## src/rtl/simon_pkg.sv

```systemverilog
// simon_pkg: shared FSM encoding, LFSR constants and LOSE-tone timing for the Simon core.
package simon_pkg;
  typedef enum logic [2:0] {
    IDLE     = 3'd0,
    ADD      = 3'd1,
    SHOW_ON  = 3'd2,
    SHOW_OFF = 3'd3,
    WAIT_IN  = 3'd4,
    WIN      = 3'd5,
    LOSE     = 3'd6
  } state_t;
  localparam logic [15:0] LFSR_SEED = 16'hACE1;
  localparam logic [15:0] LFSR_TAPS = 16'hB400;
  localparam int LOSE_TONE_MS = 8;
  localparam int LOSE_DUR_MS = 1000;
  function automatic logic [15:0] lfsr_next(input logic [15:0] s);
    return {1'b0, s[15:1]} ^ (s[0] ? LFSR_TAPS : 16'h0000);
  endfunction
endpackage

```

## src/rtl/simon_ms_tick.sv

```systemverilog
// simon_ms_tick: millisecond prescaler, one-cycle tick every max(ticks_per_milli,1) clocks.
module simon_ms_tick (
  input  logic        clk,
  input  logic        rst,
  input  logic [15:0] ticks_per_milli,
  output logic        tick
);
  logic [15:0] cnt, last;
  assign last = ticks_per_milli == 16'd0 ? 16'd0 : ticks_per_milli - 16'd1;
  // >= keeps the counter sane if ticks_per_milli shrinks mid-count
  assign tick = cnt >= last;
  always_ff @(posedge clk or negedge rst)
    if (!rst) cnt <= '0;
    else cnt <= tick ? '0 : cnt + 16'd1;
endmodule

```

## src/rtl/simon_core_n.sv

```systemverilog
// simon_core_n: Simon memory game core; define SIMON_TIMEOUT_EN to lose after TIMEOUT_MS without a press.
module simon_core_n
  import simon_pkg::*;
#(
  parameter int NUM_CH = 4,
  parameter int MAX_LEN = 32,
  parameter int SHOW_MS = 400,
  parameter int GAP_MS = 200,
  parameter int TIMEOUT_MS = 3000
) (
  input  logic                           clk,
  input  logic                           rst,
  input  logic [15:0]                    ticks_per_milli,
  input  logic                           start,
  input  logic [NUM_CH-1:0]              btn,
  output logic [NUM_CH-1:0]              led,
  output logic                           sound,
  output logic [$clog2(MAX_LEN+1)-1:0]   score,
  output logic                           game_over
);
  localparam int CW = $clog2(NUM_CH);
  localparam int LW = $clog2(MAX_LEN + 1);
  localparam int IW = MAX_LEN > 1 ? $clog2(MAX_LEN) : 1;
  localparam int HALF = SHOW_MS / 2 > 0 ? SHOW_MS / 2 : 1;
  localparam int T1 = SHOW_MS > GAP_MS ? SHOW_MS : GAP_MS;
  localparam int T2 = T1 > TIMEOUT_MS ? T1 : TIMEOUT_MS;
  localparam int TW = $clog2((T2 > LOSE_DUR_MS ? T2 : LOSE_DUR_MS) + 1);

  logic              ms_tick;
  logic [NUM_CH:0]   s1, s2, s3, rise;
  logic [NUM_CH-1:0] brise;
  logic              start_rise, press, good, hit, lit, tone, led_on, pause, snd;
  logic [CW-1:0]     pch, cur, lch, led_ch;
  logic [CW-1:0]     seq [MAX_LEN];
  logic [15:0]       lfsr;
  logic [LW-1:0]     len, idx, score_q;
  logic [TW-1:0]     tmr, led_tmr;
  logic [3:0]        stmr, per;
  state_t            state;

  simon_ms_tick u_tick (
    .clk             (clk),
    .rst             (rst),
    .ticks_per_milli (ticks_per_milli),
    .tick            (ms_tick)
  );

  assign rise = s2 & ~s3;
  assign start_rise = rise[NUM_CH];
  assign brise = rise[NUM_CH-1:0];
  assign press = |brise;
  assign good = $onehot(brise);
  assign cur = seq[idx[IW-1:0]];
  assign hit = state == WAIT_IN && !pause && good && pch == cur;
  assign lit = state == SHOW_ON || (state == WAIT_IN && led_on);
  assign lch = state == SHOW_ON ? cur : led_ch;
  assign led = state == WIN ? '1 : lit ? NUM_CH'(1) << lch : '0;
  assign tone = lit || (state == LOSE && tmr < TW'(LOSE_DUR_MS));
  assign per = state == LOSE ? 4'(LOSE_TONE_MS) : 4'(lch) + 4'd1;
  assign sound = snd;
  assign score = score_q;
  assign game_over = state == WIN || state == LOSE;

  always_comb begin
    pch = '0;
    for (int i = 0; i < NUM_CH; i++) if (brise[i]) pch = CW'(i);
  end

  always_ff @(posedge clk or negedge rst)
    if (!rst) begin
      s1 <= '0;
      s2 <= '0;
      s3 <= '0;
      lfsr <= LFSR_SEED;
    end else begin
      s1 <= {start, btn};
      s2 <= s1;
      s3 <= s2;
      lfsr <= lfsr_next(lfsr);
    end

  always_ff @(posedge clk)
    if (state == ADD) seq[len[IW-1:0]] <= lfsr[CW-1:0];

  always_ff @(posedge clk or negedge rst)
    if (!rst) begin
      state <= IDLE;
      len <= '0;
      idx <= '0;
      score_q <= '0;
      tmr <= '0;
      pause <= 1'b0;
    end else begin
      // LOSE timer saturates so the tone window closes exactly once
      tmr <= (ms_tick && !(state == LOSE && tmr >= TW'(LOSE_DUR_MS))) ? tmr + TW'(1) : tmr;
      case (state)
        IDLE, WIN, LOSE:
          if (start_rise) begin
            state <= ADD;
            len <= '0;
            score_q <= '0;
          end
        ADD: begin
          len <= len + LW'(1);
          idx <= '0;
          tmr <= '0;
          state <= SHOW_ON;
        end
        SHOW_ON:
          if (ms_tick && tmr == TW'(SHOW_MS - 1)) begin
            tmr <= '0;
            state <= SHOW_OFF;
          end
        SHOW_OFF:
          if (ms_tick && tmr == TW'(GAP_MS - 1)) begin
            tmr <= '0;
            idx <= idx + LW'(1) < len ? idx + LW'(1) : '0;
            state <= idx + LW'(1) < len ? SHOW_ON : WAIT_IN;
            pause <= 1'b0;
          end
        WAIT_IN:
          if (pause) begin
            if (ms_tick && tmr == TW'(GAP_MS - 1)) state <= ADD;
          end else if (press) begin
            tmr <= '0;
            if (!hit) state <= LOSE;
            else if (idx + LW'(1) == len) begin
              score_q <= len;
              pause <= 1'b1;
              if (len == LW'(MAX_LEN)) state <= WIN;
            end else idx <= idx + LW'(1);
          end
`ifdef SIMON_TIMEOUT_EN
          else if (ms_tick && tmr == TW'(TIMEOUT_MS - 1)) begin
            tmr <= '0;
            state <= LOSE;
          end
`endif
        default: state <= IDLE;
      endcase
    end

  always_ff @(posedge clk or negedge rst)
    if (!rst) begin
      led_on <= 1'b0;
      led_ch <= '0;
      led_tmr <= '0;
    end else if (hit) begin
      led_on <= 1'b1;
      led_ch <= pch;
      led_tmr <= '0;
    end else if (state != WAIT_IN) led_on <= 1'b0;
    else if (led_on && ms_tick) begin
      led_on <= led_tmr != TW'(HALF - 1);
      led_tmr <= led_tmr + TW'(1);
    end

  always_ff @(posedge clk or negedge rst)
    if (!rst) begin
      snd <= 1'b0;
      stmr <= '0;
    end else if (!tone) begin
      snd <= 1'b0;
      stmr <= '0;
    end else if (ms_tick) begin
      snd <= stmr >= per - 4'd1 ? ~snd : snd;
      stmr <= stmr >= per - 4'd1 ? '0 : stmr + 4'd1;
    end
endmodule
```

## config.mk

```make
export PLATFORM = sky130hd
export DESIGN_NAME = simon_core_n
export DESIGN_NICKNAME = d
export VERILOG_FILES = /design/src/rtl/simon_pkg.sv /design/src/rtl/simon_ms_tick.sv /design/src/rtl/simon_core_n.sv
export SDC_FILE = /design/constraint.sdc
export NUM_CORES = 1
export LEC_CHECK = 0
export ABC_CLOCK_PERIOD_IN_PS = 3600
export BUFFER_PORTS_ARGS = -buffer_cell sky130_fd_sc_hd__buf_2
export CAP_MARGIN = 20
export CORE_AREA = 4 4 204 107
export CTS_CLUSTER_DIAMETER = 50
export DETAILED_ROUTE_END_ITERATION = 8
export DIE_AREA = 0 0 208 111
export GPL_TIMING_DRIVEN = 0
export PLACE_DENSITY_LB_ADDON = 0.12
export SLEW_MARGIN = 10
export SYNTH_ARGS = -nofsm -noshare
export SYNTH_HDL_FRONTEND = slang
export SYNTH_SLANG_ARGS = --single-unit
export TNS_END_PERCENT = 1
```

## constraint.sdc

```tcl
create_clock -name clk -period 3.6 [get_ports clk]
set_clock_uncertainty 0.1 [all_clocks]
set_input_delay 0.18 -clock clk [delete_from_list [all_inputs] [get_ports clk]]
set_output_delay 0.18 -clock clk [all_outputs]
set_load 0.1 [all_outputs]
```

* Word-level counts from Yosys, hierarchy flattened
Memories as Yosys holds them, arrays and structs flattened.
Cells that the tools add are included.
** Operators by class
- Bitwise logic cells :: 4
- Reduce and logical (&&, ||, !) cells :: 32
- Mux-type cells :: 61
- Eq/ne operators :: 29
- $lt $le $gt $ge :: 5
- Shift-type cells :: 1
- $add $sub $neg :: 12
** Operator list (number)
- $mux 12 :: 8
- $mux 6 :: 11
- $mux 16 :: 3
- $pmux 12 s4 :: 1
- $mux 3 :: 10
- $add 12x1->12 const B :: 2
- $mux 4 :: 6
- $pmux 6 s2 :: 2
- $pmux 6 s3 :: 1
- $add 16x1->16 const B :: 1
- $ge 16x16->1 :: 1
- $logic_not 16->1 :: 1
- $ne 2x2->1 const B :: 8
- $sub 16x1->16 const B :: 1
- $xor 15x16->16 :: 1
- $pmux 3 s5 :: 1
- $mux 1 :: 14
- $add 6x1->6 const B :: 2
- $eq 12x8->1 const B :: 1
- $eq 12x9->1 const B :: 1
- $ge 12x10->1 const B :: 1
- $lt 12x10->1 const B :: 1
- $ne 12x8->1 const B :: 1
- $reduce_and 6->1 :: 2
- other kinds (33) :: 63
** Word-level totals
- Register bits :: 101
- Memories :: 1
- Output and inout bits :: 12
- Bits in writable memories :: 64
- Bits of input ports :: 23
** Memories
- seq :: words 32, bits a word 2, rd ports 1, clocked after Yosys merged registers in 0, write ports 1, RTL line simon_core_n.sv:34 : logic [CW-1:0] seq [MAX_LEN];

* Logic depth before layout (Yosys ltp)
Gate-level depths: netlist of the first run.
- Word-level depth :: 11
- Gate-level depth with buffers :: 19

* By module
From an unflattened synthesis of the first run, not the netlist that was laid out.
** Second synthesis, totals
- Cell total of the unflattened synthesis :: 772
- Area, all modules :: 8277.9 um^2
** Modules (own cells, without submodules)
- simon_core_n :: cells each 593, times used 1, area an instance 6817.8 um^2
- simon_ms_tick :: cells each 179, times used 1, area an instance 1460.2 um^2

* Worst setup path before layout of the first run
OpenSTA, ideal clock, no wires.
- Path type :: reg2out
- Start :: register idx[1]
- End :: output led[0]
- Arrival time :: 4484 ps
- Required time :: 3320 ps
- Setup slack :: -1164 ps
- Cell stages (with the launch flop) :: 8
- Cells stage by stage :: dfrtp_1 buf_4 mux4_2 mux4_2 mux2_2 mux2i_1 inv_1 o31ai_1
** Between the ends
- Word-level cells in the longest chain between the ends :: 5
** Ends and longest elaborated chain
- start: declaration :: RTL line simon_core_n.sv:36 : logic [LW-1:0] len, idx, score_q;
- start signal: assignment :: RTL line simon_core_n.sv:117 : idx <= idx + LW'(1) < len ? idx + LW'(1) : '0;
- start signal: assignment :: RTL line simon_core_n.sv:131 : end else idx <= idx + LW'(1);
- $mem_v2 32x2
- $mux 2 :: RTL line simon_core_n.sv:56 : assign lch = state == SHOW_ON ? cur : led_ch;
- $shl 1x2->4 :: RTL line simon_core_n.sv:57 : assign led = state == WIN ? '1 : lit ? NUM_CH'(1) << lch : '0;
- $mux 4 (2 in a row) :: RTL line simon_core_n.sv:57
- end: declaration :: RTL line simon_core_n.sv:16 : output logic [NUM_CH-1:0] led,
No other way between the ends.

* Final worst setup path of the first run
- Start :: input ticks_per_milli[7]
- End :: register state[0]
** Between the ends
- Word-level cells in the longest chain between the ends :: 6
** Ends and longest elaborated chain
- start: declaration :: RTL line simon_core_n.sv:13 : input logic [15:0] ticks_per_milli,
- $sub 16x1->16 / $logic_not 16->1 (equally long branches) :: RTL line simon_ms_tick.sv:9 : assign last = ticks_per_milli == 16'd0 ? 16'd0 : ticks_per_milli - 16'd1;
- $mux 16 * :: RTL line simon_ms_tick.sv:9
- $ge 16x16->1 * :: RTL line simon_ms_tick.sv:11 : assign tick = cnt >= last;
- $logic_and 1x1->1, on equally long branches :: RTL line simon_core_n.sv:115, simon_core_n.sv:123, simon_core_n.sv:110
- $ne 3x2->1 (no source line), or another cell as far along
- $reduce_and 7->1 (no source line) *
- end signal: assignment :: RTL line simon_core_n.sv:118 : state <= idx + LW'(1) < len ? SHOW_ON : WAIT_IN;
- end: declaration :: RTL line simon_core_n.sv:39 : state_t state;
Mark *: on every way between the ends. The rest lies on a longest branch, timed or not.
A chain may end at the register's enable or synchronous reset.

==> impl_summary.txt, run 1 <==
----------------------------------------------------
[STA]
  RSZ-0062 raised after global routing ... true
  Final setup violating endpoints ... 20
  Share of the cycle needed by the critical path after routing ... 104%
  Final Critical Period ... 3740 ps
  Final Slew Violations ... 0
  Number of failing hold endpoints at the final stage ... 0
  Headroom to the max-slew limit ... 35.9%
  Post-route worst setup slack ... -137 ps
  Transition time at the pin with the least slew margin ... 961 ps
  Max Freq ... 268 MHz
  Final worst hold slack ... 108 ps

[Setup path]
  Setup crit start kind ... primary input
  Crit-path max FO ... 3
  Data arrival time at the worst-slack endpoint ... 3950 ps
  Flop2flop setup slack ... -10 ps
  Critical path capture point type ... flip-flop
  Critical Path RT ... 3810 ps
  Path type of the worst setup path ... primary input to flip-flop

[Status]
  Outcome ... complete, but fails checks
  Failing checks ... setup timing

[Finish]
  Share of cells above drive strength 1 ... 20.8%
  Antenna diode count ... 0
  Layout area overhead ... 21.1%
  Final Core Density ... 50.9%
  Final net count ... 912

[Job]
  Max-Cap Viols ... 0

[Clocking]
  Clock latency reported for the late side of the worst-skew pair ... 420 ps
  Clk root buf ... sky130_fd_sc_hd__clkbuf_16
  TritonCTS clock tree ... built
  H-Tree Level Count ... 4
  Post-CTS clock slew at the launch and capture registers of the worst setup and hold paths ... 60 ps
  CTS Sinks ... 165
  CTS max path bufs ... 2
  Number of buffers inserted during clock tree synthesis ... 17

[Synth]
  Synth warnings ... 0
  Number of library cell types mapped by synthesis ... 63
  Nets in the synthesized netlist ... 833
  Ys async rst share ... 61.2%
  Register bit total from synthesis ... 165
  EDFF count, synth ... 64
  Total standard cell area after synthesis ... 8440 µm²
  Per-instance average area after synthesis ... 11.0 µm²
  Most instantiated flip-flop cell in the synthesis netlist ... sky130_fd_sc_hd__dfrtp_1
  Cell count after synthesis ... 769
  Register area share after synthesis ... 52.8%

[Drt]
  Detail Route Antenna Nets ... 0
  Detailed-route wire length per cell ... 18.0 µm
  Number of design-rule violations left by the first detailed-router iteration ... 513
  DRC viols ... 0
  Avg Vias per Cell ... 5.40
  Detailed Route WL ... 20.5 mm
  Vias after detailed routing ... 6,129
  First-pass DRT Iterations ... 5

[Die]
  Core outline area ... 20,100 µm²
  Overall die height ... 111 µm
  Die width ... 208 µm
  Initial core utilization ... 42.0%
  Standard-cell rows ... 37
  Floorplan die area ... 23,100 µm²
  Top-level port count ... 35

[Global routing]
  Largest net degree at the start of global routing ... 70
  GR met3 Demand/Resource ... 4.89%
  Global routing usage summed across all routing layers ... 18.2%
  Grt total ovfl ... 0
  Number of global-route vias before repair ... 6,172
  Global-route wire length before repair ... 33.9 mm
  Layer with the highest usage ... met1
  Initial antenna violation count ... 0
  Met2 GRT Util ... 24.4%
  Met1 Use GR ... 29.1%

[Placed design]
  Total half-perimeter wirelength after legalization and detailed placement ... 14.7 mm
  Total of buffers placed on input and output ports ... 34
  Last weighted congestion value of the routability-driven placer ... 0.879

[Power and ir drop]
  Power density of the placed cells ... 407 nW/µm²
  Maximum vdd ir drop ... 0.281 mV
  Lkg Pwr ... 0.00414 µW

[Worst hold path]
  Type of the tightest min-delay check ... primary input to asynchronous set/reset pin

----------------------------------------------------
-- synth_stat cells, types with 3 or more instances --
master / count / share of area [%]
sky130_fd_sc_hd__a211oi_1: 3 / 0.27
sky130_fd_sc_hd__a21o_1: 5 / 0.44
sky130_fd_sc_hd__a21oi_1: 20 / 1.2
sky130_fd_sc_hd__a22o_1: 7 / 0.73
sky130_fd_sc_hd__a31oi_1: 4 / 0.30
sky130_fd_sc_hd__and2_1: 5 / 0.37
sky130_fd_sc_hd__and3_1: 17 / 1.3
sky130_fd_sc_hd__clkbuf_1: 18 / 0.80
sky130_fd_sc_hd__dfrtp_1: 93 / 28
sky130_fd_sc_hd__dfstp_2: 8 / 2.5
sky130_fd_sc_hd__edfxtp_1: 64 / 23
sky130_fd_sc_hd__ha_1: 40 / 5.9
sky130_fd_sc_hd__inv_1: 32 / 1.4
sky130_fd_sc_hd__mux2i_1: 14 / 1.7
sky130_fd_sc_hd__mux4_2: 19 / 5.1
sky130_fd_sc_hd__nand2_1: 70 / 3.1
sky130_fd_sc_hd__nand2b_1: 13 / 0.96
sky130_fd_sc_hd__nand3_1: 36 / 2.1
sky130_fd_sc_hd__nand3b_1: 3 / 0.27
sky130_fd_sc_hd__nand4_1: 9 / 0.67
sky130_fd_sc_hd__nor2_1: 120 / 5.3
sky130_fd_sc_hd__nor2b_1: 7 / 0.52
sky130_fd_sc_hd__nor3_1: 14 / 0.83
sky130_fd_sc_hd__nor4_1: 4 / 0.30
sky130_fd_sc_hd__o21ai_0: 32 / 1.9
sky130_fd_sc_hd__o22ai_1: 3 / 0.22
sky130_fd_sc_hd__o31ai_1: 3 / 0.27
sky130_fd_sc_hd__or3_1: 5 / 0.37
sky130_fd_sc_hd__xnor2_1: 20 / 2.1
sky130_fd_sc_hd__xor2_1: 35 / 3.6
-- cell usage in the layout, fill, tap and decap left out, types with 19 or more instances in the layout --
master / netlist / final
sky130_fd_sc_hd__mux4_2: 19 / 19
sky130_fd_sc_hd__ha_1: 40 / 33
sky130_fd_sc_hd__dfrtp_1: 93 / 91
sky130_fd_sc_hd__inv_1: 32 / 32
sky130_fd_sc_hd__edfxtp_1: 64 / 64
sky130_fd_sc_hd__nand3_1: 36 / 35
sky130_fd_sc_hd__clkbuf_16: 0 / 20
sky130_fd_sc_hd__nand2_1: 70 / 64
sky130_fd_sc_hd__buf_2: 2 / 32
sky130_fd_sc_hd__buf_4: 2 / 19
sky130_fd_sc_hd__xor2_1: 35 / 35
sky130_fd_sc_hd__nor2_1: 120 / 117
sky130_fd_sc_hd__o21ai_0: 32 / 25
-- where the power goes --
group          internal, µW  switching, µW
Combinational           128            159
Clock                  1090            743
Sequential             1990           56.3
Total                  3200            958
-- layer usage --
layer | part of all wire, % | up-vias
met1 | 53 | 3051
met2 | 41 | 181
met4 | 0.79 | 0
met5 | 0 | -
met3 | 5.8 | 14
li1 | - | 2883
-- worst max-delay path, cell delays in order --
cell                       delay [ps]
sky130_fd_sc_hd__buf_8            100
sky130_fd_sc_hd__or3_4            400
sky130_fd_sc_hd__nor3_4           120
sky130_fd_sc_hd__nand3b_1         120
sky130_fd_sc_hd__buf_4            150
sky130_fd_sc_hd__buf_4            120
sky130_fd_sc_hd__buf_4            120
sky130_fd_sc_hd__buf_4            120
sky130_fd_sc_hd__or3_4            370
sky130_fd_sc_hd__xnor2_2          160
sky130_fd_sc_hd__nand2_2           80
sky130_fd_sc_hd__ha_4             270
sky130_fd_sc_hd__nand4_1          160
sky130_fd_sc_hd__o21ai_4          270
sky130_fd_sc_hd__or4b_4           480
sky130_fd_sc_hd__o31a_1           170
sky130_fd_sc_hd__or2_1            280
sky130_fd_sc_hd__o31ai_2          270
-- metrics by stage --
step	setup WS (ps)	std cells	cell area, µm²	power [µW]	TNS [ps]
6_report	-137	1134	10200	4160	-605
5_1_grt	-251	1134	10200	4340	-5770
4_1_cts	-231	1131	10100	4200	-3730
3_5_place_dp	-1730	1077	9000	2310	-75730
3_3_place_gp	-1580	1076	8960	2300	-67320
2_1_floorplan	-613	769	8450	2220	-5120
-- final cells by class --
cell class	count	area (µm²)
buffer	23	176
clock buffer	24	518
clock inverter	8	86.3
fill	1748	9870
inverter	34	128
multi-input combinational	547	4070
sequential	165	4460
tap	273	342
timing repair buffer	60	435
-- what timing repair did --
action / CTS / global route
cloned: 1 / 0
setup endpoints to repair: 65 / 66
hold buffers: 6 / 0
endpoints found under the hold margin: 98 / 0
resized for setup: 69 / 31
setup buffers: 15 / 3
pin swaps: 17 / 23
-- final timing paths --
kind	from	depth (start not counted)	to
max	ticks_per_milli[7]	18	state[0]$_DFFE_PN0P_
min	rst	2	tmr[5]$_DFF_PN0_
max reg2reg	idx[1]$_DFFE_PN0P_	12	stmr[2]$_DFFE_PN0P_
min reg2reg	s1[2]$_DFF_PN0_	0	s2[2]$_DFF_PN0_
max in group asynchronous	rst	3	lfsr[13]$_DFF_PN1_
min in group clk	s1[2]$_DFF_PN0_	0	s2[2]$_DFF_PN0_
-- state kept, by name, summed over array words and instances (netlist names), 2 cells and up --
name        cells
led_tmr        12
u_tick.cnt     16
tmr            12
seq            64
s1              5
state           3
lfsr           16
s2              5
stmr            4
idx             6
score           6
led_ch          2
len             6
s3              5
-- kinds of logic (layout without fill, tap and decap cells) --
| group | Yosys count | in the layout | synth area share [%] |
|---|---|---|---|
| and+or+nand+nor | 313 | 313 | 17.2 |
| xor gates and xnor gates | 55 | 55 | 5.71 |
| buffers and inverters | 57 | 149 | 2.65 |
| adders and majority gates | 41 | 41 | 6.17 |
| muxes | 37 | 37 | 7.35 |
| DFF | 165 | 165 | 52.8 |
| AOI/OAI and AO/OA | 101 | 101 | 8.06 |
(Power assumes the default switching activity.)
==> inputs of run 2 (changes only) <==
- CORE_AREA: 4 4 204 107 -> 4 4 162 133
- DIE_AREA: 0 0 208 111 -> 0 0 166 137
==> impl_summary.txt, run 2 (synthesis results as in run 1) <==
----------------------------------------------------
[Status]
  Outcome ... complete, no violations

[Clocking]
  Number of buffers inserted during clock tree synthesis ... 17
  Post-CTS clock slew at the launch and capture registers of the worst setup and hold paths ... 70 ps
  CTS Sinks ... 165
  TritonCTS clock tree ... built
  Clock latency reported for the late side of the worst-skew pair ... 440 ps
  CTS max path bufs ... 2
  H-Tree Level Count ... 4
  Clk root buf ... sky130_fd_sc_hd__clkbuf_16

[Power and ir drop]
  Proportion of power drawn by flip-flops and latches ... 49.1%
  Internal portion of total power ... 3160 µW
  Fraction of power spent switching nets ... 24.1%
  Share of total power in combinational logic ... 6.9%
  Clock network fraction of design power ... 44.0%
  Power Total ... 4170 µW
  Switching power of the nets ... 1010 µW
  Lkg Pwr ... 0.00409 µW
  Power density of the placed cells ... 412 nW/µm²
  Maximum vdd ir drop ... 0.280 mV

[STA]
  Number of failing hold endpoints at the final stage ... 0
  Final Slew Violations ... 0
  Final Critical Period ... 3590 ps
  RSZ-0062 raised after global routing ... true
  Headroom to the max-slew limit ... 35.0%
  Transition time at the pin with the least slew margin ... 975 ps
  Final setup violating endpoints ... 0
  Max Freq ... 279 MHz
  Share of the cycle needed by the critical path after routing ... 99.6%

[Setup path]
  Number of gates on the worst path with buffers counted ... 18
  Number of cell instances on the worst register-to-register path ... 12
  Sequence of cells on the critical path ... buf_6 > or3_4 > nor3_4 > nand3b_1 > or3_4 > nor2_4 > nand3_4 > buf_8 > nand2_2 > ha_4 > nand4_1 > a211oi_2 > a2111oi_4 > o21ai_4 > or4b_4 > o31a_1 > or2_4 > a21oi_2
  Combined buffer and inverter count along the critical path ... 2
  End of the worst register-to-register path ... stmr[2]$_DFFE_PN0P_
  Family of cells with the greatest summed delay on the critical path ... simple AND/OR/NAND/NOR gates
  Path type of the worst setup path ... primary input to flip-flop
  Slowest cell delay on critical path ... 490 ps
  Critical-path cell with the highest stage delay ... sky130_fd_sc_hd__or4b_4
  Critical Path RT ... 3860 ps
  Crit-path max FO ... 5
  Setup crit start kind ... primary input
  Crit path capture ... state[1]$_DFFE_PN0P_
  Startpoint of the worst register-to-register path ... idx[1]$_DFFE_PN0P_
  Startpoint of the worst setup timing path ... ticks_per_milli[8]
  Data arrival time at the worst-slack endpoint ... 3850 ps
  Flop2flop setup slack ... 30 ps
  Critical path capture point type ... flip-flop
  Worst path most repeated cell ... sky130_fd_sc_hd__or3_4

[Finish]
  Most common cell after layout, fill and taps aside ... sky130_fd_sc_hd__nor2_1
  Combined flip-flop and latch cell area ... 4460 µm²
  Count of filler cells inserted in the layout ... 1,754
  Final net count ... 912
  Max reg flops ... 64
  Final Core Density ... 51.3%
  Antenna diode count ... 0
  Area used by multi-input combinational logic ... 4020 µm²
  Layout area overhead ... 19.9%
  Leading cell types in the layout, fill and taps excluded ... sky130_fd_sc_hd__nor2_1, sky130_fd_sc_hd__dfrtp_1, sky130_fd_sc_hd__nand2_1, sky130_fd_sc_hd__edfxtp_1
  Share of cells above drive strength 1 ... 20.7%
  Design area ... 10,100 µm²

[Global routing]
  Grt total ovfl ... 0
  Initial antenna violation count ... 0
  Global routing usage summed across all routing layers ... 17.5%
  Number of global-route vias before repair ... 6,121
  Largest net degree at the start of global routing ... 62
  Global-route wire length before repair ... 31.9 mm

[Worst hold path]
  Type of the tightest min-delay check ... primary input to asynchronous set/reset pin

[Die]
  Die width ... 166 µm
  Top-level port count ... 35
  Initial core utilization ... 42.8%
  Floorplan die area ... 22,700 µm²
  Standard-cell rows ... 46
  Core outline area ... 19,700 µm²
  Overall die height ... 137 µm

[Placed design]
  Total half-perimeter wirelength after legalization and detailed placement ... 13.3 mm
  Total of buffers placed on input and output ports ... 34
  Last weighted congestion value of the routability-driven placer ... 0.860
  Post-DP Area ... 8990 µm²

[Drt]
  Avg Vias per Cell ... 5.41
  Detailed-route wire length per cell ... 17.0 µm
  Vias after detailed routing ... 6,085
  Detail Route Antenna Nets ... 0
  Detailed Route WL ... 19.1 mm
  First-pass DRT Iterations ... 8
  DRC viols ... 0
  Number of design-rule violations left by the first detailed-router iteration ... 365

[Job]
  Max-Cap Viols ... 0

----------------------------------------------------
run 2: changes by cell type in the layout (fill, tap and decap cells not counted), moves of 2 or more:
cell,delta
sky130_fd_sc_hd__clkbuf_8,-2
sky130_fd_sc_hd__nand2_2,+3
sky130_fd_sc_hd__o21ai_1,-3
sky130_fd_sc_hd__clkbuf_16,-3
sky130_fd_sc_hd__buf_2,-2
sky130_fd_sc_hd__o21ai_0,+2
sky130_fd_sc_hd__nor2_1,-2
sky130_fd_sc_hd__nor2_2,+2
sky130_fd_sc_hd__buf_4,+2
sky130_fd_sc_hd__nand2_4,-3
sky130_fd_sc_hd__clkinv_4,+3
run 2: layout make-up:
cell class                 instances  share of cell area, %
timing repair buffer              60                   4.25
tap                              264                   3.26
multi-input combinational        547                   39.7
clock buffer                      18                   4.34
inverter                          34                   1.26
sequential                       165                   44.1
buffer                            23                   1.56
clock inverter                    14                   1.51
run 2: per-stage QoR:
stage	instances	hold WS (ps)	setup WS, ps	setup TNS [ps]
final	1125	168	13.4	0
after global routing	1125	233	-153	-1530
after CTS	1119	188	-131	-1790
after detailed placement	1069	110	-1400	-60560
after global placement	1067	193	-1330	-55000
after floorplan	769	-216	-613	-5120
run 2: per-layer routing:
layer	part of all wire [%]	vias up	GRT usage [%]
met2	44	155	26.5
met4	1.4	0	4.81
li1	-	2883	-
met3	4.3	25	4.04
met5	0	-	0
met1	50	3022	25.6
run 2: timing repair:
action / in CTS / in global routing
hold buffers: 6 / 0
hold endpoints to repair: 41 / 0
cloned: 1 / 0
setup endpoints to repair: 62 / 64
pin swaps: 17 / 13
resized for setup: 53 / 37
buffers inserted: 11 / 6
run 2: how the worst min path moves through the flow:
stage                     cells after the start  slack [ps]                 end
final                                         2         170  lfsr[14]$_DFF_PN0_
after global routing                          2         230  lfsr[12]$_DFF_PN0_
after detailed placement                      1         110  lfsr[14]$_DFF_PN0_
after global placement                        1         190     s1[4]$_DFF_PN0_
after floorplan                               0        -220  idx[0]$_DFFE_PN0P_
after CTS                                     2         190  lfsr[12]$_DFF_PN0_
run 2: power by group through the flow:
stage / Combinational [µW] / Sequential (µW) / Clock [µW]
after CTS: 253 / 2040 / 1870
after floorplan: 144 / 2070 / 0
final: 289 / 2050 / 1830
after detailed placement: 229 / 2080 / 0
after global routing: 333 / 2050 / 1970
after global placement: 215 / 2080 / 0
==> inputs of run 3 (changes only) <==
- CORE_AREA: 4 4 162 133 -> 4 4 153 140
- DIE_AREA: 0 0 166 137 -> 0 0 157 144
==> impl_summary.txt, run 3 (synthesis results as in run 1) <==
----------------------------------------------------
[Status]
  Outcome ... complete, but fails checks
  Failing checks ... setup timing

[STA]
  Share of the cycle needed by the critical path after routing ... 102%
  Post-route worst setup slack ... -80.8 ps
  Final Critical Period ... 3680 ps
  RSZ-0062 raised after global routing ... true
  Total negative slack ... -340 ps
  Final setup violating endpoints ... 10
  Max Freq ... 272 MHz
  Final Slew Violations ... 0
  Transition time at the pin with the least slew margin ... 940 ps
  Final worst hold slack ... 148 ps
  Number of failing hold endpoints at the final stage ... 0
  Headroom to the max-slew limit ... 37.3%

[Setup path]
  Critical Path RT ... 3830 ps
  Critical-path cell with the highest stage delay ... sky130_fd_sc_hd__or4b_4
  Setup crit start kind ... primary input
  Data arrival time at the worst-slack endpoint ... 3910 ps
  Sequence of cells on the critical path ... buf_8 > or3_4 > nor3_4 > nand3b_1 > or3_4 > nor2_4 > nand3_4 > buf_8 > nand2_4 > ha_4 > nand4_1 > a211oi_2 > a2111oi_4 > o21ai_2 > buf_4 > or4b_4 > o31a_1 > or2_1 > o31ai_1
  End of the worst register-to-register path ... stmr[2]$_DFFE_PN0P_
  Slowest cell delay on critical path ... 440 ps
  Crit-path max FO ... 5
  Path type of the worst setup path ... primary input to flip-flop
  Flop2flop setup slack ... -30 ps
  Critical path capture point type ... flip-flop
  Number of cell instances on the worst register-to-register path ... 12
  Combined buffer and inverter count along the critical path ... 3
  Family of cells with the greatest summed delay on the critical path ... simple AND/OR/NAND/NOR gates
  Startpoint of the worst setup timing path ... ticks_per_milli[7]
  Startpoint of the worst register-to-register path ... idx[1]$_DFFE_PN0P_

[Power and ir drop]
  Lkg Pwr ... 0.00408 µW
  Power Total ... 4040 µW
  Power density of the placed cells ... 401 nW/µm²
  Maximum vdd ir drop ... 0.300 mV

[Die]
  Die width ... 157 µm
  Core outline area ... 19,800 µm²
  Initial core utilization ... 42.6%
  Standard-cell rows ... 49
  Floorplan die area ... 22,600 µm²
  Top-level port count ... 35
  Overall die height ... 144 µm

[Drt]
  Detail Route Antenna Nets ... 0
  Number of design-rule violations left by the first detailed-router iteration ... 424
  Detailed Route WL ... 18.7 mm
  Vias after detailed routing ... 5,976
  Detailed-route wire length per cell ... 16.8 µm
  DRC viols ... 0
  Avg Vias per Cell ... 5.37
  First-pass DRT Iterations ... 5

[Finish]
  Count of filler cells inserted in the layout ... 1,780
  Antenna diode count ... 0
  Max reg flops ... 64
  Final net count ... 908
  Share of cells above drive strength 1 ... 20.2%
  Layout area overhead ... 19.3%
  Most common cell after layout, fill and taps aside ... sky130_fd_sc_hd__nor2_1
  Leading cell types in the layout, fill and taps excluded ... sky130_fd_sc_hd__nor2_1, sky130_fd_sc_hd__dfrtp_1, sky130_fd_sc_hd__edfxtp_1

[Clocking]
  Clk root buf ... sky130_fd_sc_hd__clkbuf_16
  Post-CTS clock slew at the launch and capture registers of the worst setup and hold paths ... 70 ps
  H-Tree Level Count ... 4
  TritonCTS clock tree ... built
  CTS Sinks ... 165
  CTS max path bufs ... 2
  Clock latency reported for the late side of the worst-skew pair ... 430 ps
  Number of buffers inserted during clock tree synthesis ... 17

[Global routing]
  Global-route wire length before repair ... 31.6 mm
  Largest net degree at the start of global routing ... 58
  Grt total ovfl ... 0
  Global routing usage summed across all routing layers ... 17.7%
  Number of global-route vias before repair ... 6,316
  Initial antenna violation count ... 0

[Worst hold path]
  Type of the tightest min-delay check ... primary input to asynchronous set/reset pin

[Placed design]
  Total half-perimeter wirelength after legalization and detailed placement ... 13.4 mm
  Worst-case setup slack after placement ... -1440 ps
  Last weighted congestion value of the routability-driven placer ... 0.874
  Total of buffers placed on input and output ports ... 34

[Job]
  Max-Cap Viols ... 0

----------------------------------------------------
[run 3: cell count changes in the layout (fill, tap and decap cells not counted), sizes merged]
cell	change
inv	+6
clkinvlp	-4
clkinv	-1
bufinv	-2
buf	-3
[run 3: routing by layer]
layer  vias up  GRT usage (%)  wire (µm)
met1      2956           23.8       8710
li1       2888              -          -
met4         0           5.84        278
met2       110           28.8       8830
met5         -              0          0
met3        22           3.71        844
[run 3: metrics by stage]
step / instances / util, % / instance area [µm²]
after floorplan: 769 / - / 8450
after global placement: 1058 / 45.1 / 8940
after detailed placement: 1060 / 45.4 / 8980
after CTS: 1111 / 50.3 / 9960
after global routing: 1112 / 50.8 / 10100
final: 1112 / 50.8 / 10100
[run 3: worst max path at each step]
stage,cells past startpoint,slack (ps),to
6_report,19,-80,state[0]$_DFFE_PN0P_
5_1_grt,21,-270,tmr[9]$_DFF_PN0_
4_1_cts,19,-40,state[0]$_DFFE_PN0P_
3_5_place_dp,18,-1440,stmr[3]$_DFFE_PN0P_
3_3_place_gp,18,-1290,stmr[1]$_DFFE_PN0P_
2_1_floorplan,7,-610,led[3]
[run 3: where the power goes]
| group | switching (µW) | internal [µW] | total, µW |
|---|---|---|---|
| logic | 160 | 134 | 294 |
| registers | 63.1 | 1990 | 2050 |
| clock network | 771 | 923 | 1690 |
[run 3: final cells by class]
class / instances / area, µm² / share of cell area [%]
Tap cell: 255 / 319 / 3.17
Inverter: 34 / 128 / 1.27
Buffer: 23 / 154 / 1.53
Clock buffer: 19 / 443 / 4.40
Sequential cell: 165 / 4460 / 44.3
Multi-Input combinational cell: 547 / 4030 / 40.0
Clock inverter: 13 / 111 / 1.11
Timing Repair Buffer: 56 / 419 / 4.16
[run 3: timing repair]
action | CTS | global route
hold endpoints to repair | 69 | 0
gates resized for setup | 66 | 35
endpoints found under the setup margin | 62 | 63
pin swaps | 18 | 15
buffers inserted | 12 | 1
hold buffers | 6 | 0
gates cloned | 1 | 0
